===== src/rtl/uart_io_pkg.sv =====
// uart_io_pkg
// Shared definitions for the board UART reader/writer pair: byte width,
// default word count, the writer state encoding and a bytes-per-word helper.
// Optional feature macro: UART_WRITER_CKSUM_EN adds the ST_CKSUM state.
package uart_io_pkg;

  localparam int BYTE_W        = 8;
  localparam int DEF_NUM_WORDS = 4;

  typedef enum logic [2:0] {
    ST_IDLE  = 3'd0,
    ST_LOAD  = 3'd1,
    ST_GAP   = 3'd2,
    ST_DONE  = 3'd3
`ifdef UART_WRITER_CKSUM_EN
    , ST_CKSUM = 3'd4
`endif
  } writer_state_t;

  function automatic int bytes_per_word(input int word_w);
    return word_w / BYTE_W;
  endfunction

endpackage


===== src/rtl/uart_byte_strobe.sv =====
// uart_byte_strobe
// Waits for txready while a byte is offered and emits it as a registered
// byte with a one-cycle txclk strobe. The parent withdraws send_i after the
// strobe, which guarantees the low cycle between strobes.
// Ports:
//   clk, reset_n   clock, asynchronous active-low reset
//   send_i         parent offers byte_i this cycle
//   byte_i         byte to transmit
//   txready_i      UART can accept a byte
//   txdata_o       registered byte, held between strobes
//   txclk_o        registered one-cycle strobe
//   fire_o         byte accepted on this clock edge (combinational)
module uart_byte_strobe
  import uart_io_pkg::*;
(
  input  logic              clk,
  input  logic              reset_n,
  input  logic              send_i,
  input  logic [BYTE_W-1:0] byte_i,
  input  logic              txready_i,
  output logic [BYTE_W-1:0] txdata_o,
  output logic              txclk_o,
  output logic              fire_o
);

  logic [BYTE_W-1:0] txdata_q, txdata_d;
  logic              txclk_q, txclk_d;

  assign fire_o = send_i & txready_i;

  always_comb begin
    txclk_d  = fire_o;
    txdata_d = fire_o ? byte_i : txdata_q;
  end

  always_ff @(posedge clk or negedge reset_n) begin
    if (!reset_n) begin
      txdata_q <= '0;
      txclk_q  <= 1'b0;
    end else begin
      txdata_q <= txdata_d;
      txclk_q  <= txclk_d;
    end
  end

  assign txdata_o = txdata_q;
  assign txclk_o  = txclk_q;

endmodule


===== src/rtl/uart_word_writer.sv =====
// uart_word_writer
// Serialises NUM_WORDS words of WORD_W bits onto the UART transmit port,
// LSB-first within a word, word 0 first. Words are snapshotted at run start.
// Optional feature macro: UART_WRITER_CKSUM_EN appends an XOR checksum byte.
// Ports:
//   clk, reset_n   clock, asynchronous active-low reset
//   start          level run request, accepted in IDLE
//   words          data to send, sampled only at run start
//   txready        UART can accept a byte
//   txdata, txclk  byte and one-cycle strobe to the UART
//   busy           run in progress
//   complete       run finished, held until start drops
//
// state | meaning
// IDLE  | waiting for start
// LOAD  | offering the current byte, waiting for txready
// GAP   | strobe low cycle, advance indices
// CKSUM | offering the checksum byte (optional)
// DONE  | complete held until start drops
module uart_word_writer
  import uart_io_pkg::*;
#(
  parameter int NUM_WORDS = DEF_NUM_WORDS,
  parameter int WORD_W    = 32
) (
  input  logic              clk,
  input  logic              reset_n,
  input  logic              start,
  input  logic [WORD_W-1:0] words [NUM_WORDS],
  input  logic              txready,
  output logic [7:0]        txdata,
  output logic              txclk,
  output logic              busy,
  output logic              complete
);

  localparam int BPW  = bytes_per_word(WORD_W);
  localparam int WI_W = (NUM_WORDS > 1) ? $clog2(NUM_WORDS) : 1;
  localparam int BI_W = (BPW > 1) ? $clog2(BPW) : 1;
  localparam logic [WI_W-1:0] LAST_WORD = WI_W'(NUM_WORDS - 1);
  localparam logic [BI_W-1:0] LAST_BYTE = BI_W'(BPW - 1);

  writer_state_t     state_q, state_d;
  logic [WI_W-1:0]   word_idx_q, word_idx_d;
  logic [BI_W-1:0]   byte_idx_q, byte_idx_d;
  logic [WORD_W-1:0] shadow_q [NUM_WORDS];
  logic              busy_q, busy_d;
  logic              complete_q, complete_d;
  logic              load_shadow;
  logic              send;
  logic              fire;
  logic              last_byte;
  logic [WORD_W-1:0] cur_word;
  logic [BYTE_W-1:0] data_byte;
  logic [BYTE_W-1:0] send_byte;

`ifdef UART_WRITER_CKSUM_EN
  logic [BYTE_W-1:0] cksum_q, cksum_d;
  logic              cksum_sent_q, cksum_sent_d;
`endif

  assign cur_word  = shadow_q[word_idx_q];
  assign data_byte = cur_word[BYTE_W*byte_idx_q +: BYTE_W];
  assign last_byte = (word_idx_q == LAST_WORD) && (byte_idx_q == LAST_BYTE);

  always_comb begin
    state_d     = state_q;
    word_idx_d  = word_idx_q;
    byte_idx_d  = byte_idx_q;
    busy_d      = busy_q;
    complete_d  = complete_q;
    load_shadow = 1'b0;
    send        = 1'b0;
    send_byte   = data_byte;
`ifdef UART_WRITER_CKSUM_EN
    cksum_d      = cksum_q;
    cksum_sent_d = cksum_sent_q;
`endif
    case (state_q)
      ST_IDLE: begin
        if (start) begin
          load_shadow = 1'b1;
          word_idx_d  = '0;
          byte_idx_d  = '0;
          busy_d      = 1'b1;
          state_d     = ST_LOAD;
`ifdef UART_WRITER_CKSUM_EN
          cksum_d      = '0;
          cksum_sent_d = 1'b0;
`endif
        end
      end
      ST_LOAD: begin
        send = 1'b1;
        if (fire) begin
          state_d = ST_GAP;
`ifdef UART_WRITER_CKSUM_EN
          cksum_d = cksum_q ^ data_byte;
`endif
        end
      end
      ST_GAP: begin
`ifdef UART_WRITER_CKSUM_EN
        // The GAP after the checksum byte ends the run.
        if (cksum_sent_q) begin
          state_d    = ST_DONE;
          busy_d     = 1'b0;
          complete_d = 1'b1;
        end else
`endif
        if (last_byte) begin
          word_idx_d = '0;
          byte_idx_d = '0;
`ifdef UART_WRITER_CKSUM_EN
          state_d    = ST_CKSUM;
`else
          state_d    = ST_DONE;
          busy_d     = 1'b0;
          complete_d = 1'b1;
`endif
        end else begin
          state_d = ST_LOAD;
          if (byte_idx_q == LAST_BYTE) begin
            byte_idx_d = '0;
            word_idx_d = word_idx_q + 1'b1;
          end else begin
            byte_idx_d = byte_idx_q + 1'b1;
          end
        end
      end
`ifdef UART_WRITER_CKSUM_EN
      ST_CKSUM: begin
        send      = 1'b1;
        send_byte = cksum_q;
        if (fire) begin
          state_d      = ST_GAP;
          cksum_sent_d = 1'b1;
        end
      end
`endif
      ST_DONE: begin
        if (!start) begin
          complete_d = 1'b0;
          state_d    = ST_IDLE;
        end
      end
      default: state_d = ST_IDLE;
    endcase
  end

  always_ff @(posedge clk or negedge reset_n) begin
    if (!reset_n) begin
      state_q    <= ST_IDLE;
      word_idx_q <= '0;
      byte_idx_q <= '0;
      busy_q     <= 1'b0;
      complete_q <= 1'b0;
`ifdef UART_WRITER_CKSUM_EN
      cksum_q      <= '0;
      cksum_sent_q <= 1'b0;
`endif
    end else begin
      state_q    <= state_d;
      word_idx_q <= word_idx_d;
      byte_idx_q <= byte_idx_d;
      busy_q     <= busy_d;
      complete_q <= complete_d;
`ifdef UART_WRITER_CKSUM_EN
      cksum_q      <= cksum_d;
      cksum_sent_q <= cksum_sent_d;
`endif
    end
  end

  always_ff @(posedge clk or negedge reset_n) begin
    if (!reset_n) begin
      for (int i = 0; i < NUM_WORDS; i++) shadow_q[i] <= '0;
    end else if (load_shadow) begin
      shadow_q <= words;
    end
  end

  uart_byte_strobe u_strobe (
    .clk       (clk),
    .reset_n   (reset_n),
    .send_i    (send),
    .byte_i    (send_byte),
    .txready_i (txready),
    .txdata_o  (txdata),
    .txclk_o   (txclk),
    .fire_o    (fire)
  );

  assign busy     = busy_q;
  assign complete = complete_q;

endmodule


===== config.mk =====
export PLATFORM = sky130hd
export DESIGN_NAME = uart_word_writer
export DESIGN_NICKNAME = d
export VERILOG_FILES = /design/src/rtl/uart_io_pkg.sv /design/src/rtl/uart_byte_strobe.sv /design/src/rtl/uart_word_writer.sv
export SDC_FILE = /design/constraint.sdc
export NUM_CORES = 1
export LEC_CHECK = 0
export CELL_PAD_IN_SITES_DETAIL_PLACEMENT = 0
export CELL_PAD_IN_SITES_GLOBAL_PLACEMENT = 1
export CORE_ASPECT_RATIO = 1.1
export CORE_UTILIZATION = 35
export DETAILED_ROUTE_END_ITERATION = 10
export PLACE_DENSITY_LB_ADDON = 0.1
export SLEW_MARGIN = 20
export SYNTH_ARGS = -nofsm -noshare
export SYNTH_HDL_FRONTEND = slang
export SYNTH_SLANG_ARGS = --single-unit

===== constraint.sdc =====
create_clock -name clk -period 1.65 [get_ports clk]
set_input_delay 0.4125 -clock clk [delete_from_list [all_inputs] [get_ports clk]]
set_output_delay 0.4125 -clock clk [all_outputs]
set_load 0.01 [all_outputs]

==> results.yml <==
timing:
  fmax_mhz: 599.3
  hold_viol: 0
  worst_slack_ns: -0.01848
  period_needed_ns: 1.668
  report.final.slew_viol_count: 0
  whs_ns: 0.4528
  slew_headroom_pct: 72.70
  finalSetupViolations: 2
  worstMarginPinSlew_ns: 0.4095
  clock_skew_ns: 0.005696
  finalCritPeriodShare_pct: 101.1
  rsz0062_at_grt: "true"
clock_tree:
  cts-htree-levels: 4
  clock_latency_ns: 0.41
  cts-buffers-inserted: 17
  cts_root_buf: "clkbuf_16"
  cts_buffer_depth: 2
  clock-sinks: 145
  path_clk_slew_ns: 0.05
  cts_tree: "done"
global_routing:
  grt_use_met1_pct: 22.12
  grt_pass1_vias: 4539
  antenna_found_initial: 0
  top_usage_layer: "met2"
  grt_pass1_wl_um: 25140
  grt.total_usage_pct: 17.45
  gr-usage-met2_pct: 28.41
  overflow: 0
  met3_usage_pct: 5.625
  grt_max_degree: 44
synth:
  syn_area_um2: 6528
  syn_nets: 545
  ys_ff_latch: 145
  synthDominantCellAreaShare_pct: 55.59
  synth_top_area_cell: "dfrtp_1"
  synth_cell_types: 33
  ys_warn_count: 0
  syn_avg_cell_area_um2: 15.92
  synth_top_cells_by_area: "dfrtp_1 (56%), mux2_1 (20%), mux4_2 (7.9%), mux2i_1 (3.2%), mux4_1 (2.4%)"
  synthCells: 410
  ys_seq_area_share_pct: 55.59
setup_path:
  reg2reg_depth: 5
  crit_end: "u_strobe.txdata_o[2]"
  cp.required_ns: 1.93
  critical-path-max-stage-delay_ns: 0.53
  path_class: "flip-flop to flip-flop"
  worst-path-stages: 5
  path_cells: "buf_8 > mux4_2 > mux2i_2 > a2bb2oi_1 > o21ai_1"
  critical-path-top-delay-family: "multiplexers"
  path_max_fanout: 6
  cp_slowest_cell: "mux4_2"
  arrival_ns: 1.95
  crit_path_start: "word_idx_q[0]"
  critPathLaunchType: "flip-flop"
  end_kind: "flip-flop"
  r2r_end: "u_strobe.txdata_o[2]"
  ff2ff_setup_slack_ns: -0.02
  path_buf_inv: 1
  r2r_start: "word_idx_q[0]"
pwr:
  pwr-share-clk_pct: 24.2
  p_comb_share_pct: 35.7
  power_frac_seq_pct: 40.1
  internal-power_mw: 11.03
  peakVddDrop_mv: 0.8247
  swShare_pct: 28.68
  p_leak_nw: 3.738
  cellPowerDensity_nw_per_um2: 1685
  p_switching_mw: 4.436
place:
  placed_cells: 804
  io_buffers: 142
  gp_congestion: 0.7834
  dp.final_hpwl_um: 11110
die:
  die_area_um2: 19200
  io_pins: 143
  coreArea_um2: 18350
  die_height_um: 145.2
  placementRows: 52
  die_w_um: 132.2
  start_util_pct: 35.58
flow_run:
  max_cap_viol_count: 0
status:
  violations: "setup timing"
  status: "complete, but fails checks"
layout:
  diodes: 0
  mostFrequentLayoutCell: "dfrtp_1"
  syn2layout_area_growth_pct: 40.66
  nets: 722
  layout.cells.non_filler: 841
  layout-drive-gt1-share_pct: 20.07
  layout_common_cells: "dfrtp_1 (142), clkdlybuf4s50_1 (130), mux2_1 (118)"
routing:
  wire_per_inst_um: 17.94
  dr.pass1.iters: 4
  vias: 4063
  post-route-drc-count: 0
  postRouteAntennaNets: 0
  drt_iter0_markers: 130
  avgViaCountPerCell: 4.831
  wirelength_um: 15080
min_path:
  min_path_type: "input pin to asynchronous set/reset pin"
==> per-layer routing <==
metal / part of all wire, % / vias up / wire length, um
li1: - / 1879 / -
met1: 44 / 2089 / 6612
met2: 49 / 86 / 7448
met3: 5.8 / 9 / 872
met4: 1.0 / 0 / 151
met5: 0 / - / 0
==> how the worst min path moves through the flow <==
stage | endpoint | slack (ns) | cells past startpoint
global route | shadow_q[75] | 0.46 | 2
detailed placement | shadow_q[110] | 0.31 | 1
finish | shadow_q[110] | 0.45 | 2
CTS | shadow_q[110] | 0.45 | 2
global placement | shadow_q[110] | 0.30 | 1
floorplan | busy | 0.12 | 0
==> synthesized netlist by cell type (all sizes together) <==
cell type and count:
a21oi 3, nor3b 1, nand2 11, nand3b 2, a32o 2, nand4 1, nand3 4, or3 1
nand2b 4, a22o 2, clkbuf 1, buf 26, a2bb2oi 2, a21o 1, mux2 128, inv 4
mux4 29, or2 1, a32oi 1, o21ai 7, nor2b 1, ha 3, dfrtp 145, o221ai 5
mux2i 21, nand4b 1, nor2 3
==> power groups by stage <==
stage	combinational [mW]	clock [mW]	sequential, mW
after floorplan	3.53	0	5.97
after global placement	5.22	0	6.16
after detailed placement	5.35	0	6.25
after CTS	5.62	3.88	6.21
after global routing	6.02	4.07	6.45
final	5.52	3.75	6.20
==> logic make-up after synthesis <==
group | after synthesis | share of synthesized area, %
compound gates | 23 | 2.530
fa+ha+maj | 3 | 0.5751
buf+inv | 31 | 3.124
flops | 145 | 55.59
mux | 178 | 35.65
simple gates | 30 | 2.530
==> sequential cells by signal, summed over array words and instances, names as in the netlist <==
| register | flops |
|---|---|
| u_strobe.txclk_o | 1 |
| u_strobe.txdata_o | 8 |
| complete | 1 |
| byte_idx_q | 2 |
| word_idx_q | 2 |
| busy | 1 |
| state_q | 2 |
| shadow_q | 128 |
==> stage by stage <==
step                setup TNS, ns  worst slack, ns  cell area, um^2  power, mW  utilization [%]
floorplan                       0           0.1260             6528      9.503                -
global placement           -41.78          -0.3500             8496      11.38            46.30
detailed placement         -42.26          -0.3630             8496      11.60            46.30
CTS                       -0.1817         -0.04443             9168      15.71            49.97
global route              -0.3952          -0.1255             9181      16.54            50.04
finish                   -0.02820         -0.01848             9181      15.47            50.04
==> repair_timing <==
action	4_1_cts	5_1_grt
hold endpoints to repair	23	0
buffers inserted	4	2
pin swaps	2	4
hold buffers	1	0
resized for setup	27	4
cloned	1	0
setup endpoints to repair	19	10
==> area by class of cell <==
type	instances	area, um^2
fill	1621	9166
multi-input combinational	234	2716
clock buffer	25	495.5
sequential	145	3632
clock inverter	5	77.57
timing repair buffer	185	1941
inverter	4	15.01
tap	243	304.0
(Power assumes the default switching activity.)
